## config.mk

```make
export PLATFORM = sky130hd
export DESIGN_NAME = mem_port_arbiter
export DESIGN_NICKNAME = d
export VERILOG_FILES = /design/src/rtl/mem_arb_pkg.sv /design/src/rtl/rr_arbiter.sv /design/src/rtl/mem_port_arbiter.sv
export SDC_FILE = /design/constraint.sdc
export NUM_CORES = 1
export LEC_CHECK = 0
export ABC_AREA = 1
export BUFFER_PORTS_ARGS = -buffer_cell sky130_fd_sc_hd__buf_2
export CORE_AREA = 5 5 727 729
export CTS_CLUSTER_DIAMETER = 100
export DETAILED_ROUTE_END_ITERATION = 8
export DIE_AREA = 0 0 732 734
export PLACE_DENSITY = 0.3
export RECOVER_POWER = 100
export SYNTH_ARGS = -nofsm -noshare
export SYNTH_HDL_FRONTEND = slang
export SYNTH_HIERARCHICAL = 1
export SYNTH_SLANG_ARGS = --single-unit
```

## constraint.sdc

```tcl
create_clock -name clk -period 7.1 [get_ports clk]
set_input_delay 0.71 -clock clk [delete_from_list [all_inputs] [get_ports clk]]
set_output_delay 0.71 -clock clk [all_outputs]
set_load 0.01 [all_outputs]
```

## src/rtl/mem_arb_pkg.sv

```systemverilog
// Shared types and helpers for the multi-channel memory port arbiter.
package mem_arb_pkg;

  typedef enum logic [1:0] {
    IDLE  = 2'd0,
    ISSUE = 2'd1,
    RESP  = 2'd2
  } state_t;

  // Width of a channel index; never narrower than one bit.
  function automatic int grant_w(input int n);
    return (n > 1) ? $clog2(n) : 1;
  endfunction

endpackage

```

## src/rtl/rr_arbiter.sv

```systemverilog
// Combinational round-robin selector: the search starts at ptr and wraps,
// so the channel just behind the pointer has the lowest priority.
module rr_arbiter
  import mem_arb_pkg::*;
#(
  parameter int  NUM_CH = 4,
  localparam int GW     = grant_w(NUM_CH)
) (
  input  logic [NUM_CH-1:0] req,
  input  logic [GW-1:0]     ptr,
  output logic [NUM_CH-1:0] gnt,
  output logic [GW-1:0]     idx,
  output logic              any
);

  function automatic int wrap_idx(input int p, input int off);
    int s;
    s = p + off;
    return (s >= NUM_CH) ? s - NUM_CH : s;
  endfunction

  // First requester found walking upward from the pointer wins.
  always_comb begin
    gnt = '0;
    idx = '0;
    any = 1'b0;
    for (int i = 0; i < NUM_CH; i++) begin
      if (!any && req[wrap_idx(int'(ptr), i)]) begin
        any                         = 1'b1;
        idx                         = GW'(wrap_idx(int'(ptr), i));
        gnt[wrap_idx(int'(ptr), i)] = 1'b1;
      end
    end
  end

endmodule

```

## src/rtl/mem_port_arbiter.sv

```systemverilog
// Arbitrates NUM_CH requesters onto one downstream memory port with a
// downstream-ack timeout that reports an error back to the requester.
//
// state | meaning
// IDLE  | waiting for a request; winner's command is registered on exit
// ISSUE | mem_req high, waiting for mem_ack or timeout
// RESP  | one-cycle ch_ack (and ch_err on timeout) to the granted channel
module mem_port_arbiter
  import mem_arb_pkg::*;
#(
  parameter int  NUM_CH         = 4,
  parameter int  DATA_WIDTH     = 256,
  parameter int  ADDR_WIDTH     = 16,
  parameter int  TIMEOUT_CYCLES = 64,
  localparam int GW             = grant_w(NUM_CH)
) (
  input  logic                                 clk,
  input  logic                                 reset_n,
  input  logic [NUM_CH-1:0]                    ch_req,
  input  logic [NUM_CH-1:0]                    ch_w_en,
  input  logic [NUM_CH-1:0][ADDR_WIDTH-1:0]    ch_addr,
  input  logic [NUM_CH-1:0][DATA_WIDTH-1:0]    ch_wdata,
  output logic [NUM_CH-1:0]                    ch_ack,
  output logic [NUM_CH-1:0]                    ch_err,
  output logic [DATA_WIDTH-1:0]                ch_rdata,
  output logic                                 mem_req,
  output logic                                 mem_w_en,
  output logic [ADDR_WIDTH-1:0]                mem_addr,
  output logic [DATA_WIDTH-1:0]                mem_wdata,
  input  logic                                 mem_ack,
  input  logic [DATA_WIDTH-1:0]                mem_rdata,
  output logic [GW-1:0]                        grant_id
);

  localparam int              CW       = $clog2(TIMEOUT_CYCLES + 1);
  localparam logic [CW-1:0]   CNT_LAST = CW'(TIMEOUT_CYCLES - 1);
  localparam logic [NUM_CH-1:0] ONE    = NUM_CH'(1);

  state_t                  state_q, state_d;
  logic [GW-1:0]           ptr_q, ptr_d;
  logic [GW-1:0]           grant_id_q, grant_id_d;
  logic                    w_en_q, w_en_d;
  logic [ADDR_WIDTH-1:0]   addr_q, addr_d;
  logic [DATA_WIDTH-1:0]   wdata_q, wdata_d;
  logic [DATA_WIDTH-1:0]   rdata_q, rdata_d;
  logic                    err_q, err_d;
  logic [CW-1:0]           cnt_q, cnt_d;

  logic [NUM_CH-1:0]       arb_gnt;
  logic [GW-1:0]           arb_idx;
  logic                    arb_any;
  logic                    sel_w;
  logic [ADDR_WIDTH-1:0]   sel_addr;
  logic [DATA_WIDTH-1:0]   sel_wdata;

  rr_arbiter #(.NUM_CH(NUM_CH)) u_rr (
    .req (ch_req),
    .ptr (ptr_q),
    .gnt (arb_gnt),
    .idx (arb_idx),
    .any (arb_any)
  );

  // One-hot mux of the winning channel's command.
  always_comb begin
    sel_w     = 1'b0;
    sel_addr  = '0;
    sel_wdata = '0;
    for (int i = 0; i < NUM_CH; i++) begin
      if (arb_gnt[i]) begin
        sel_w     = ch_w_en[i];
        sel_addr  = ch_addr[i];
        sel_wdata = ch_wdata[i];
      end
    end
  end

  // Next-state, command capture, response capture and timeout counting.
  always_comb begin
    state_d    = state_q;
    ptr_d      = ptr_q;
    grant_id_d = grant_id_q;
    w_en_d     = w_en_q;
    addr_d     = addr_q;
    wdata_d    = wdata_q;
    rdata_d    = rdata_q;
    err_d      = err_q;
    cnt_d      = cnt_q;
    unique case (state_q)
      IDLE: begin
        if (arb_any) begin
          grant_id_d = arb_idx;
          w_en_d     = sel_w;
          addr_d     = sel_addr;
          wdata_d    = sel_wdata;
          cnt_d      = '0;
          err_d      = 1'b0;
          state_d    = ISSUE;
        end
      end
      ISSUE: begin
        cnt_d = cnt_q + 1'b1;
        // mem_ack takes precedence over a timeout on the same edge.
        if (mem_ack) begin
          rdata_d = w_en_q ? '0 : mem_rdata;
          err_d   = 1'b0;
          state_d = RESP;
        end else if (cnt_q == CNT_LAST) begin
          rdata_d = '0;
          err_d   = 1'b1;
          state_d = RESP;
        end
      end
      RESP: begin
        ptr_d   = (grant_id_q == GW'(NUM_CH - 1)) ? '0 : grant_id_q + 1'b1;
        state_d = IDLE;
      end
      default: state_d = IDLE;
    endcase
  end

  // State and datapath registers; reset abandons any in-flight transaction.
  always_ff @(posedge clk or negedge reset_n) begin
    if (!reset_n) begin
      state_q    <= IDLE;
      ptr_q      <= '0;
      grant_id_q <= '0;
      w_en_q     <= 1'b0;
      addr_q     <= '0;
      wdata_q    <= '0;
      rdata_q    <= '0;
      err_q      <= 1'b0;
      cnt_q      <= '0;
    end else begin
      state_q    <= state_d;
      ptr_q      <= ptr_d;
      grant_id_q <= grant_id_d;
      w_en_q     <= w_en_d;
      addr_q     <= addr_d;
      wdata_q    <= wdata_d;
      rdata_q    <= rdata_d;
      err_q      <= err_d;
      cnt_q      <= cnt_d;
    end
  end

  assign mem_req   = (state_q == ISSUE);
  assign mem_w_en  = w_en_q;
  assign mem_addr  = addr_q;
  assign mem_wdata = wdata_q;
  assign grant_id  = grant_id_q;
  assign ch_rdata  = rdata_q;
  assign ch_ack    = (state_q == RESP) ? (ONE << grant_id_q) : '0;
  assign ch_err    = err_q ? ch_ack : '0;

endmodule
```

==> metrics.md <==
| Metric | Value |
|---|---|
| Status | `complete, but fails checks` |
| Failing checks | `max-capacitance violations, max-slew violations` |
| Final min period | `between 5000 and 6000 ps` |
| Slowest cell on the critical path | `nand2_1` |
| WHS | `95.1 ps` |
| Final hold vios | `0` |
| Most frequent CP cell | `nand2_1` |
| Arrival time worst endpoint | `approximately 6000 ps` |
| Setup violators final | `0` |
| GRT Overall Usage | `14.9%` |
| Nets | `7399` |
| First-pass GRT wire length | `514000 microns` |
| Clock skew | `94.2 ps` |
| Post-Syn Area | `around 0.032 sq mm` |
| Crit-path cells | `inv_1 -> nor2_1 -> buf_12 -> nand2_1 -> buf_4 -> nand3_1 -> nand2_1` |
| Worst-Margin Slew | `between 4000 and 5000 ps` |
| Setup crit start kind | `flip-flop` |
| Yosys warns | `6` |
| Dpl hpwl | `roughly 360000 microns` |
| Crit-path max cell delay | `approximately 2700 ps` |
| Synth top area share | `43.1%` |
| Die height | `734 microns` |
| Crit share post-route | `76.7%` |
| #FFs+latches synth | `543` |
| Number of library cell types mapped by synthesis | `24` |
| PostCTS Resize Cnt | `0` |
| RSZ-0062 raised after global routing | `no` |
| Initial antenna violation count | `about 430` |
| Total grt overflow | `0` |
| Die X-Extent | `between 700 and 800 microns` |
| Mapped Cells | `4347` |
| Vias post-DR | `about 42000` |
| Syn_area_per_cell | `7.26 sq um` |
| Post-DRT Antenna Nets | `0` |
| Initial Util | `under 10%` |
| Vias in the first global route | `about 42000` |
| Post-synth top area cell | `dfrtp_1` |
| Largest net degree at the start of global routing | `140` |
| Clock sinks | `about 540` |
| # DRC | `0` |
| Worst vdd ir | `approximately 0.39 mV` |
| Final WL | `419000 microns` |
| Row cnt | `approximately 270` |
| TritonCTS clock tree | `built` |
| Static Leak | `roughly 23 nW` |
| CTS Buffer Depth | `4` |
| Max-slew violation count | `about 180` |
| DR vias/cell | `between 3 and 4` |
| IO Pins | `about 1900` |
| Clk_lat worst skew | `about 840 ps` |
| Initial DRT Pass Iterations | `5` |
| Routed wire length per instance | `around 32 microns` |
| Sequential Area | `0.0136 sq mm` |
| Syn_nets | `5715` |
| Fillers | `around 62000` |
| Core Footprint | `between 0.5 and 0.6 sq mm` |
| Critical path class | `flip-flop to flip-flop` |
| Syn-to-layout area delta | `63.6%` |
| RD Place Congestion | `about 0.95` |
| Largest delay contributor family on the critical path | `simple AND/OR/NAND/NOR gates` |
| Clock Tree Root | `clkbuf_16` |
| Max-cap violations | `3` |
| Synth top area cells | `dfrtp_1 (43%), a21oi_1 (13%), nand3_1 (12%)` |
| PD cells | `632 mW/mm^2` |
| F_max | `between 150 and 200 MHz` |
| Setup crit end kind | `flip-flop` |
| First-iteration detailed-routing DRC count | `roughly 3100` |
| Clock transition at path regs | `about 60 ps` |
| Share of cells above drive strength 1 | `between 20% and 30%` |
| Die footprint | `~0.54 sq mm` |
| Critical path buffers and inverters | `3` |
| Port Buffer Count | `around 1900` |
| Seq/Total Area, Yosys | `between 40% and 50%` |
| H-tree Lvls | `3` |
| Slew HR | `-232%` |
| Worst hold path class | `input port to flip-flop` |
| Total Neg Setup Slack | `0 ps` |
| Total CTS buffers | `between 90 and 100` |
| CP Max Fanout | `139` |
| Multi-input gate area | `roughly 0.015 sq mm` |
| Data required time at the worst endpoint | `around 7800 ps` |
[power by group]
| group | switching, W | internal (W) | leakage, nW |
|---|---|---|---|
| sequential | 0.00108 | 0.00465 | 6.68 |
| combinational | 0.0169 | 0.00494 | 14.9 |
| clock | 0.00207 | 0.00300 | 1.59 |
[final cells by class]
cell class | count | area share (%)
flip-flops and latches | 543 | 26.3
repair buffers | 2002 | 19.2
clock buffers | 120 | 5.12
clock inverters | 49 | 1.13
diodes | 141 | 0.684
multi-input cells | 3089 | 28.4
inverters | 300 | 2.24
well taps | 6968 | 16.9
[sequential cells by signal, indices dropped and copies added (netlist names)]
register / flops
grant_id: 2
ch_rdata: 256
state_q: 2
mem_addr: 16
cnt_q: 7
err_q: 1
ptr_q: 2
mem_w_en: 1
mem_wdata: 256
[worst register-to-register path: stages, from the launching register on]
cell and delay (ps):
dfrtp_1 370, inv_1 70, nor2_1 180, buf_12 370, nand2_1 2750, buf_4 1310, nand3_1 230, nand2_1 60
[path summary, 6_finish.rpt]
path                                from            end  slack, ps  cells past startpoint
max in group asynchronous        reset_n   mem_wdata[5]       1900                      4
min in group asynchronous        reset_n   ch_rdata[99]       2180                      2
min reg2reg                ch_rdata[109]  ch_rdata[109]        500                      2
min                        mem_rdata[45]   ch_rdata[45]        100                      3
max                           state_q[0]   ch_rdata[44]       1650                      7
max reg2reg                   state_q[0]   ch_rdata[44]       1650                      7
[through the flow]
stage | worst slack, ps | std cells | area [sq um] | power, W | utilization (%)
finish | 1650 | 13200 | 51600 | 0.0326 | 9.88
global route | 1100 | 13100 | 51400 | 0.0350 | 9.84
CTS | 2380 | 13100 | 52200 | 0.0341 | 10.0
detailed placement | 2410 | 12900 | 48900 | 0.0287 | 9.37
global placement | 2420 | 12900 | 48900 | 0.0289 | 9.37
floorplan | 4540 | 4347 | 31500 | 0.0158 | -
[routing by layer]
metal  wire length (microns)  up-vias  global-route usage (%)  part of all wire, %
li1                        -    18300                       -                    -
met1                  161000    20400                    16.7                   38
met2                  180000     2325                    22.8                   43
met3                   62900      819                    10.1                   15
met4                   13500      242                    3.86                  3.2
met5                    1570        -                       0                 0.38
[Yosys cell counts]
master	instances
a21boi_0	4
a21oi_1	827
buf_1	27
buf_2	180
buf_4	9
buf_6	26
clkbuf_1	173
dfrtp_1	543
ha_1	13
inv_1	295
inv_2	5
nand2_1	845
nand2_2	9
nand2_4	2
nand3_1	768
nand3_2	56
nand3_4	1
nand4_1	265
nor2_1	284
nor2_2	1
nor2_4	2
nor3_1	4
o21ai_0	7
o31ai_1	1
[repair_timing]
action                    CTS  global route
hold endpoints to repair   73             0
hold buffers                4             0
buffers inserted            0             0
[kinds of logic after synthesis]
family,after synthesis,share of synthesized area (%)
flip-flops,543,43.1
AO/OA/AOI/OAI,839,13.4
buffers and inverters,715,9.95
AND/OR/NAND/NOR,2237,33.1
adder cells (fa/ha/maj),13,0.516
[cells in the final DEF (no fill, tap or decap), types with 7 or more instances in the layout]
cell / count
bufinv_16: 10
o21ai_0: 7
buf_4: 73
inv_6: 8
nand3_2: 14
clkbuf_8: 15
nand2_2: 8
diode_2: 141
nand2_1: 846
buf_12: 24
buf_2: 1353
ha_1: 13
clkbuf_16: 96
a21oi_1: 826
clkinv_2: 20
nand3_1: 806
inv_1: 293
clkbuf_1: 555
nor2_1: 286
nand4_1: 265
dfrtp_1: 543
No activity file was read; power rests on OpenSTA's default activity.
